<file path="src/rtl/cpu_pkg.sv">
// Shared definitions for the SCI host bridge: master FSM states, SCI register
// map and SSR flag positions.
package cpu_pkg;

    typedef enum logic [2:0] {
        IDLE,
        SSR_RD,
        SSR_WAIT,
        RDR_RD,
        RDR_WAIT,
        RX_CLR,
        TDR_WR,
        TX_CLR
    } bridge_state_t;

    localparam logic [31:0] SCI_TDR_ADDR = 32'hFFFF_FE03;
    localparam logic [31:0] SCI_SSR_ADDR = 32'hFFFF_FE04;
    localparam logic [31:0] SCI_RDR_ADDR = 32'hFFFF_FE05;

    localparam logic [3:0] LANE_TDR = 4'b0001;
    localparam logic [3:0] LANE_SSR = 4'b1000;
    localparam logic [3:0] LANE_RDR = 4'b0100;

    localparam int SSR_TDRE_BIT = 7;
    localparam int SSR_RDRF_BIT = 6;

    // SSR flags clear on a written 0; the other flag is written 1 to leave it alone.
    localparam logic [7:0] SSR_ACK_RDRF = 8'hBE;
    localparam logic [7:0] SSR_START_TX = 8'h7E;

endpackage

</file>
<file path="src/rtl/sci_byte_fifo.sv">
// Byte FIFO with wrap-bit pointers; head is read combinationally from storage,
// which is deliberately left without reset.
module sci_byte_fifo #(
    parameter int DEPTH = 8
) (
    input  logic       CLK,
    input  logic       RST,
    input  logic       push,
    input  logic [7:0] push_data,
    input  logic       pop,
    output logic [7:0] head,
    output logic       full,
    output logic       empty
);

    localparam int AW = $clog2(DEPTH);
    localparam logic [AW:0] PTR_ONE = (AW + 1)'(1);

    logic [7:0]  mem [DEPTH];
    logic [AW:0] wr_ptr;
    logic [AW:0] rd_ptr;
    logic        do_push;
    logic        do_pop;

    assign full    = (wr_ptr[AW] != rd_ptr[AW]) && (wr_ptr[AW-1:0] == rd_ptr[AW-1:0]);
    assign empty   = (wr_ptr == rd_ptr);
    assign do_push = push && !full;
    assign do_pop  = pop && !empty;
    assign head    = mem[rd_ptr[AW-1:0]];

    always_ff @(posedge CLK) begin
        if (RST) begin
            wr_ptr <= '0;
            rd_ptr <= '0;
        end else begin
            if (do_push) wr_ptr <= wr_ptr + PTR_ONE;
            if (do_pop)  rd_ptr <= rd_ptr + PTR_ONE;
        end
    end

    always_ff @(posedge CLK) begin
        if (do_push && !RST) mem[wr_ptr[AW-1:0]] <= push_data;
    end

endmodule

</file>
<file path="src/rtl/sci_host_bridge.sv">
// Bridges host byte streams to an SCI peripheral by polling SSR over the
// internal bus; received bytes take priority over transmit.
//
//  state    | meaning
//  IDLE     | wait for RDRF interrupt or pending TX byte
//  SSR_RD   | issue SSR read
//  SSR_WAIT | sample SSR, pick RX, TX or back to IDLE
//  RDR_RD   | issue RDR read
//  RDR_WAIT | sample RDR, push to RX FIFO or flag overflow
//  RX_CLR   | write SSR to clear RDRF
//  TDR_WR   | write TX FIFO head to TDR
//  TX_CLR   | write SSR to clear TDRE (starts TX), pop TX head
module sci_host_bridge
    import cpu_pkg::*;
#(
    parameter int DEPTH = 8
) (
    input  logic        CLK,
    input  logic        RST,
    input  logic        CE,
    input  logic [7:0]  TX_DATA,
    input  logic        TX_VALID,
    output logic        TX_READY,
    output logic [7:0]  RX_DATA,
    output logic        RX_VALID,
    input  logic        RX_READY,
    output logic        RX_OVF,
    input  logic        SCI_RXI,
    output logic [31:0] IBUS_A,
    output logic [31:0] IBUS_DO,
    input  logic [31:0] IBUS_DI,
    output logic [3:0]  IBUS_BA,
    output logic        IBUS_WE,
    output logic        IBUS_REQ,
    input  logic        IBUS_BUSY
);

    bridge_state_t state;
    bridge_state_t state_nxt;

    logic       tx_full;
    logic       tx_empty;
    logic       rx_full;
    logic       rx_empty;
    logic [7:0] tx_head;
    logic [7:0] ssr;
    logic       rx_push_req;
    logic       tx_pop_req;
    logic       ovf_set;
    logic       unused_bits;

    assign ssr         = IBUS_DI[31:24];
    assign unused_bits = ^{ssr[5:0], IBUS_DI[15:0]};
    assign TX_READY    = !tx_full;
    assign RX_VALID    = !rx_empty;

    sci_byte_fifo #(.DEPTH(DEPTH)) u_tx_fifo (
        .CLK       (CLK),
        .RST       (RST),
        .push      (CE && TX_VALID && !tx_full),
        .push_data (TX_DATA),
        .pop       (CE && tx_pop_req),
        .head      (tx_head),
        .full      (tx_full),
        .empty     (tx_empty)
    );

    sci_byte_fifo #(.DEPTH(DEPTH)) u_rx_fifo (
        .CLK       (CLK),
        .RST       (RST),
        .push      (CE && rx_push_req),
        .push_data (IBUS_DI[23:16]),
        .pop       (CE && RX_READY && !rx_empty),
        .head      (RX_DATA),
        .full      (rx_full),
        .empty     (rx_empty)
    );

    always_ff @(posedge CLK) begin
        if (RST) begin
            state <= IDLE;
        end else if (CE) begin
            state <= state_nxt;
        end
    end

    always_ff @(posedge CLK) begin
        if (RST) begin
            RX_OVF <= 1'b0;
        end else if (CE && ovf_set) begin
            RX_OVF <= 1'b1;
        end
    end

    // Bus outputs depend only on state and TX head, so a stall holds them unchanged.
    always_comb begin
        state_nxt   = state;
        IBUS_A      = '0;
        IBUS_DO     = '0;
        IBUS_BA     = '0;
        IBUS_WE     = 1'b0;
        IBUS_REQ    = 1'b0;
        rx_push_req = 1'b0;
        tx_pop_req  = 1'b0;
        ovf_set     = 1'b0;
        case (state)
            IDLE: begin
                if (SCI_RXI || !tx_empty) state_nxt = SSR_RD;
            end
            SSR_RD: begin
                IBUS_A   = SCI_SSR_ADDR;
                IBUS_BA  = LANE_SSR;
                IBUS_REQ = 1'b1;
                if (!IBUS_BUSY) state_nxt = SSR_WAIT;
            end
            SSR_WAIT: begin
                if (ssr[SSR_RDRF_BIT]) begin
                    state_nxt = RDR_RD;
                end else if (ssr[SSR_TDRE_BIT] && !tx_empty) begin
                    state_nxt = TDR_WR;
                end else begin
                    state_nxt = IDLE;
                end
            end
            RDR_RD: begin
                IBUS_A   = SCI_RDR_ADDR;
                IBUS_BA  = LANE_RDR;
                IBUS_REQ = 1'b1;
                if (!IBUS_BUSY) state_nxt = RDR_WAIT;
            end
            RDR_WAIT: begin
                if (rx_full) begin
                    ovf_set = 1'b1;
                end else begin
                    rx_push_req = 1'b1;
                end
                state_nxt = RX_CLR;
            end
            RX_CLR: begin
                IBUS_A   = SCI_SSR_ADDR;
                IBUS_BA  = LANE_SSR;
                IBUS_DO  = {SSR_ACK_RDRF, 24'h0};
                IBUS_WE  = 1'b1;
                IBUS_REQ = 1'b1;
                if (!IBUS_BUSY) state_nxt = IDLE;
            end
            TDR_WR: begin
                IBUS_A   = SCI_TDR_ADDR;
                IBUS_BA  = LANE_TDR;
                IBUS_DO  = {24'h0, tx_head};
                IBUS_WE  = 1'b1;
                IBUS_REQ = 1'b1;
                if (!IBUS_BUSY) state_nxt = TX_CLR;
            end
            TX_CLR: begin
                IBUS_A   = SCI_SSR_ADDR;
                IBUS_BA  = LANE_SSR;
                IBUS_DO  = {SSR_START_TX, 24'h0};
                IBUS_WE  = 1'b1;
                IBUS_REQ = 1'b1;
                if (!IBUS_BUSY) begin
                    tx_pop_req = 1'b1;
                    state_nxt  = IDLE;
                end
            end
            default: state_nxt = IDLE;
        endcase
    end

endmodule

</file>
<file path="config.mk">
export PLATFORM = sky130hd
export DESIGN_NAME = sci_host_bridge
export DESIGN_NICKNAME = d
export VERILOG_FILES = /design/src/rtl/cpu_pkg.sv /design/src/rtl/sci_byte_fifo.sv /design/src/rtl/sci_host_bridge.sv
export SDC_FILE = /design/constraint.sdc
export NUM_CORES = 1
export LEC_CHECK = 0
export CAP_MARGIN = 20
export CORE_MARGIN = 8
export CORE_UTILIZATION = 52
export CTS_CLUSTER_DIAMETER = 40
export DETAILED_ROUTE_END_ITERATION = 7
export GPL_TIMING_DRIVEN = 0
export PLACE_DENSITY = 0.8
export SYNTH_ARGS = -nofsm -noshare
export SYNTH_HDL_FRONTEND = slang
export SYNTH_SLANG_ARGS = --single-unit
</file>
<file path="constraint.sdc">
create_clock -name CLK -period 3 [get_ports CLK]
set_input_delay 0.75 -clock CLK [delete_from_list [all_inputs] [get_ports CLK]]
set_output_delay 0.75 -clock CLK [all_outputs]
set_load 0.01 [all_outputs]
</file>
==> metrics.yaml <==
pwr:
  p_comb_share_pct: 10.2
  peakVddDrop_mv: 0.4723
  power_density_mw_per_mm2: 567.2
  clockPowerShare_pct: 42.6
  seq_power_share_pct: 47.2
  p_int_mw: 3.899
  swShare_pct: 21.43
  power_mw: 4.963
  switching_power_mw: 1.064
  leakage_nw: 3.169
clocking:
  cts_tree: "done"
  clk_pin_slew_ns: 0.06
  ctsHoldBuffers: 0
  cts_made_buffers: 17
  clock-sinks: 154
  htree_num_levels: 4
  cts-root-buf: "clkbuf_16"
  clk_latency_ns: 0.41
  clock_path_buffers: 2
placed_design:
  dp_cells: 732
  post-dp-hpwl_mm: 10.10
  io_buffer_count: 81
  gp_congestion: 0.8271
  dp_slack_ns: -0.1246
  dpl_cell_area_mm2: 0.008021
detailed_routing:
  viasPerCell: 5.325
  avgRoutedWirePerCell_um: 19.33
  drtPass1Iterations: 4
  wl_mm: 14.88
  num_vias: 4100
  final_antenna_net_count: 0
  drc: 0
  drtIter0Drc: 332
timing:
  rsz0062_at_grt: "false"
  finalSetupViolCount: 0
  hold_violations: 0
  tns_ns: 0
  finClkSkew_ns: 0.008974
  fin_ws_ns: 0.09772
  drv_slew: 0
  fmaxAchievable_mhz: 344.6
  relSlewSlack_pct: 33.70
  finalCritPeriodShare_pct: 96.74
  final.min_clock_period_ns: 2.902
  worstMarginPinSlew_ns: 0.9908
worst_setup_path:
  cp_cell_sequence: "buf_6 -> buf_12 -> buf_4 -> mux4_2 -> mux2_2 -> clkdlybuf4s15_1"
  crit_slowest_cell: "mux4_2"
  ff2ff_path_depth: 6
  startpoint_type: "register"
  worstReg2RegEnd: "u_rx_fifo.mem[6][2]$_DFFE_PP_"
  cp.required_ns: 2.25
  r2r_start: "u_rx_fifo.wr_ptr[1]$_SDFFE_PP0P_"
  critPathArrivalTime_ns: 2.15
  cp_max_fo: 8
  reg2reg_slack_ns: 0.57
  path_class: "reg -> out"
  slowest_delay_ns: 0.48
  end_kind: "primary output"
floorplan:
  die_area_mm2: 0.01701
  die_x_um: 130.4
  rows: 42
  ioPinCount: 128
  start_util_pct: 52.23
  core-area_mm2: 0.01303
  fp.dieH_um: 130.4
global_route:
  grt_usage_pct: 18.38
  grt_pass1_wl_mm: 23.21
  grt_pass1_vias: 4247
  antenna_found_initial: 0
  grt_max_degree: 25
  gr-total-overflow: 0
status:
  status: "finished, final reports clean"
synthesis:
  synth.avg_cell_area_um2: 15.30
  synth_cells: 445
  ys_types: 52
  synth-edff-count: 128
  synth_seq_cells: 154
  ys_warn_count: 0
  ys.flop_type: "edfxtp_1"
  netlist_area_mm2: 0.006807
  async_flop_share_pct: 0
  seq_area_frac_synth_pct: 64.12
finish:
  drive_gt1_share_pct: 30.13
  fin_area_mm2: 0.008751
  final_common_cell: "edfxtp_1"
  layout_common_cells: "edfxtp_1 (128), buf_4 (69), clkdlybuf4s50_1 (65)"
  fillCellCount: 916
  nNetsFinal: 634
  layout.cells.non_filler: 770
  diodes: 0
  synthToLayoutAreaGrowth_pct: 28.57
flow_run:
  max-cap-violations: 0
worst_hold_path:
  hold-path-cell-count: 2
  hold_end: "RX_OVF$_SDFFE_PP0P_"
  worstHoldStart: "RX_OVF$_SDFFE_PP0P_"
  min_path_type: "reg -> reg"
-- routing by layer --
| metal | GRT usage (%) | share of wire, % |
|---|---|---|
| met1 | 21.34 | 38 |
| met2 | 32.88 | 55 |
| met3 | 3.937 | 5.1 |
| met4 | 6.820 | 1.8 |
| met5 | 0 | 0 |
-- power by group through the flow --
stage          combinational, mW  clock [mW]  sequential (mW)
6_report                   0.506        2.11             2.34
5_1_grt                    0.543        2.23             2.35
4_1_cts                    0.500        2.13             2.34
2_1_floorplan              0.279           0             2.39
3_3_place_gp               0.466           0             2.39
3_5_place_dp               0.487           0             2.39
-- synth_stat cells (all sizes together), types with 2 or more instances --
library cell  instances  share of area (%)
o21ai                 4               0.29
ha                    4               0.74
buf                  68                7.0
and2                  5               0.50
and4                  2               0.26
nor2                 33                1.8
inv                   8               0.44
edfxtp              128                 56
a31o                  3               0.39
xor2                  3               0.39
or2                   4               0.37
clkbuf                6               0.33
nand2                19                1.0
xnor2                 9                1.4
nand4                 5               0.46
nor3                  4               0.29
nand2b                3               0.28
nor4                  6               0.55
o21bai                2               0.22
a21oi                 9               0.66
nor2b                 5               0.46
nand3                 7               0.51
o311ai                2               0.26
dfxtp                26                7.6
and3                  3               0.29
a32o                  2               0.29
mux2i                13                1.9
mux4                 32                 11
mux2                 11                1.8
a41oi                 2               0.26
o2111ai               2               0.26
-- per-stage QoR --
| stage | utilization, % | hold WS [ns] |
|---|---|---|
| 3_5_place_dp | 61.55 | 0.4629 |
| 5_1_grt | 67.15 | 0.5234 |
| 4_1_cts | 66.83 | 0.4817 |
| 6_report | 67.15 | 0.4811 |
| 2_1_floorplan | - | 0.4857 |
| 3_3_place_gp | 60.80 | 0.4559 |
-- worst max-delay path by stage --
stage / from / to / slack (ns) / cells past startpoint
after floorplan: RST / u_rx_fifo.mem[2][0]$_DFFE_PP_ / 0.45 / 3
after global placement: RST / u_rx_fifo.mem[2][5]$_DFFE_PP_ / -0.76 / 4
after detailed placement: RST / u_rx_fifo.mem[6][2]$_DFFE_PP_ / -0.12 / 4
after CTS: register / RX_DATA[1] / 0.01 / 6
after global routing: state[1]$_SDFFE_PP0P_ / IBUS_A[26] / 0.004 / 5
final: register / RX_DATA[0] / 0.1 / 6
-- cell type report --
cell class | count | area [um2] | area share (%)
plain buffers | 72 | 541.8 | 6.191
well taps | 176 | 220.2 | 2.516
flip-flops and latches | 154 | 4367 | 49.90
repair buffers | 98 | 949.7 | 10.85
inverters | 9 | 33.78 | 0.3860
clock buffers | 17 | 425.4 | 4.861
multi-input cells | 231 | 2061 | 23.55
clock inverters | 13 | 152.6 | 1.744
-- critical path, delay by kind of cell, from the launching register on --
kind	cells	cell delay, ns
buf+inv	4	0.65
flops	1	0.33
mux	2	0.77
-- flip-flops by register name, summed over array words and instances (netlist names), named ones only --
signal,cells
u_rx_fifo.wr_ptr,4
u_rx_fifo.rd_ptr,4
u_rx_fifo.mem,64
state,3
u_tx_fifo.mem,64
u_tx_fifo.wr_ptr,4
u_tx_fifo.rd_ptr,4
RX_OVF,1
-- logic make-up after synthesis --
kind of cell / after synthesis / share of synthesized area, %
DFF: 154 / 64.12
and+or+nand+nor: 102 / 7.666
buffers and inverters: 83 / 7.868
muxes: 56 / 14.32
AOI/OAI and AO/OA: 33 / 3.475
xor gates and xnor gates: 12 / 1.765
adders and majority gates: 4 / 0.7353
other: 1 / 0.05509
-- timing repair --
action | 4_1_cts | 5_1_grt
setup buffers | 7 | 3
hold endpoints to repair | 0 | 0
pin swaps | 0 | 1
gates resized for setup | 33 | 11
setup endpoints to repair | 41 | 33
(Power assumes the default switching activity.)
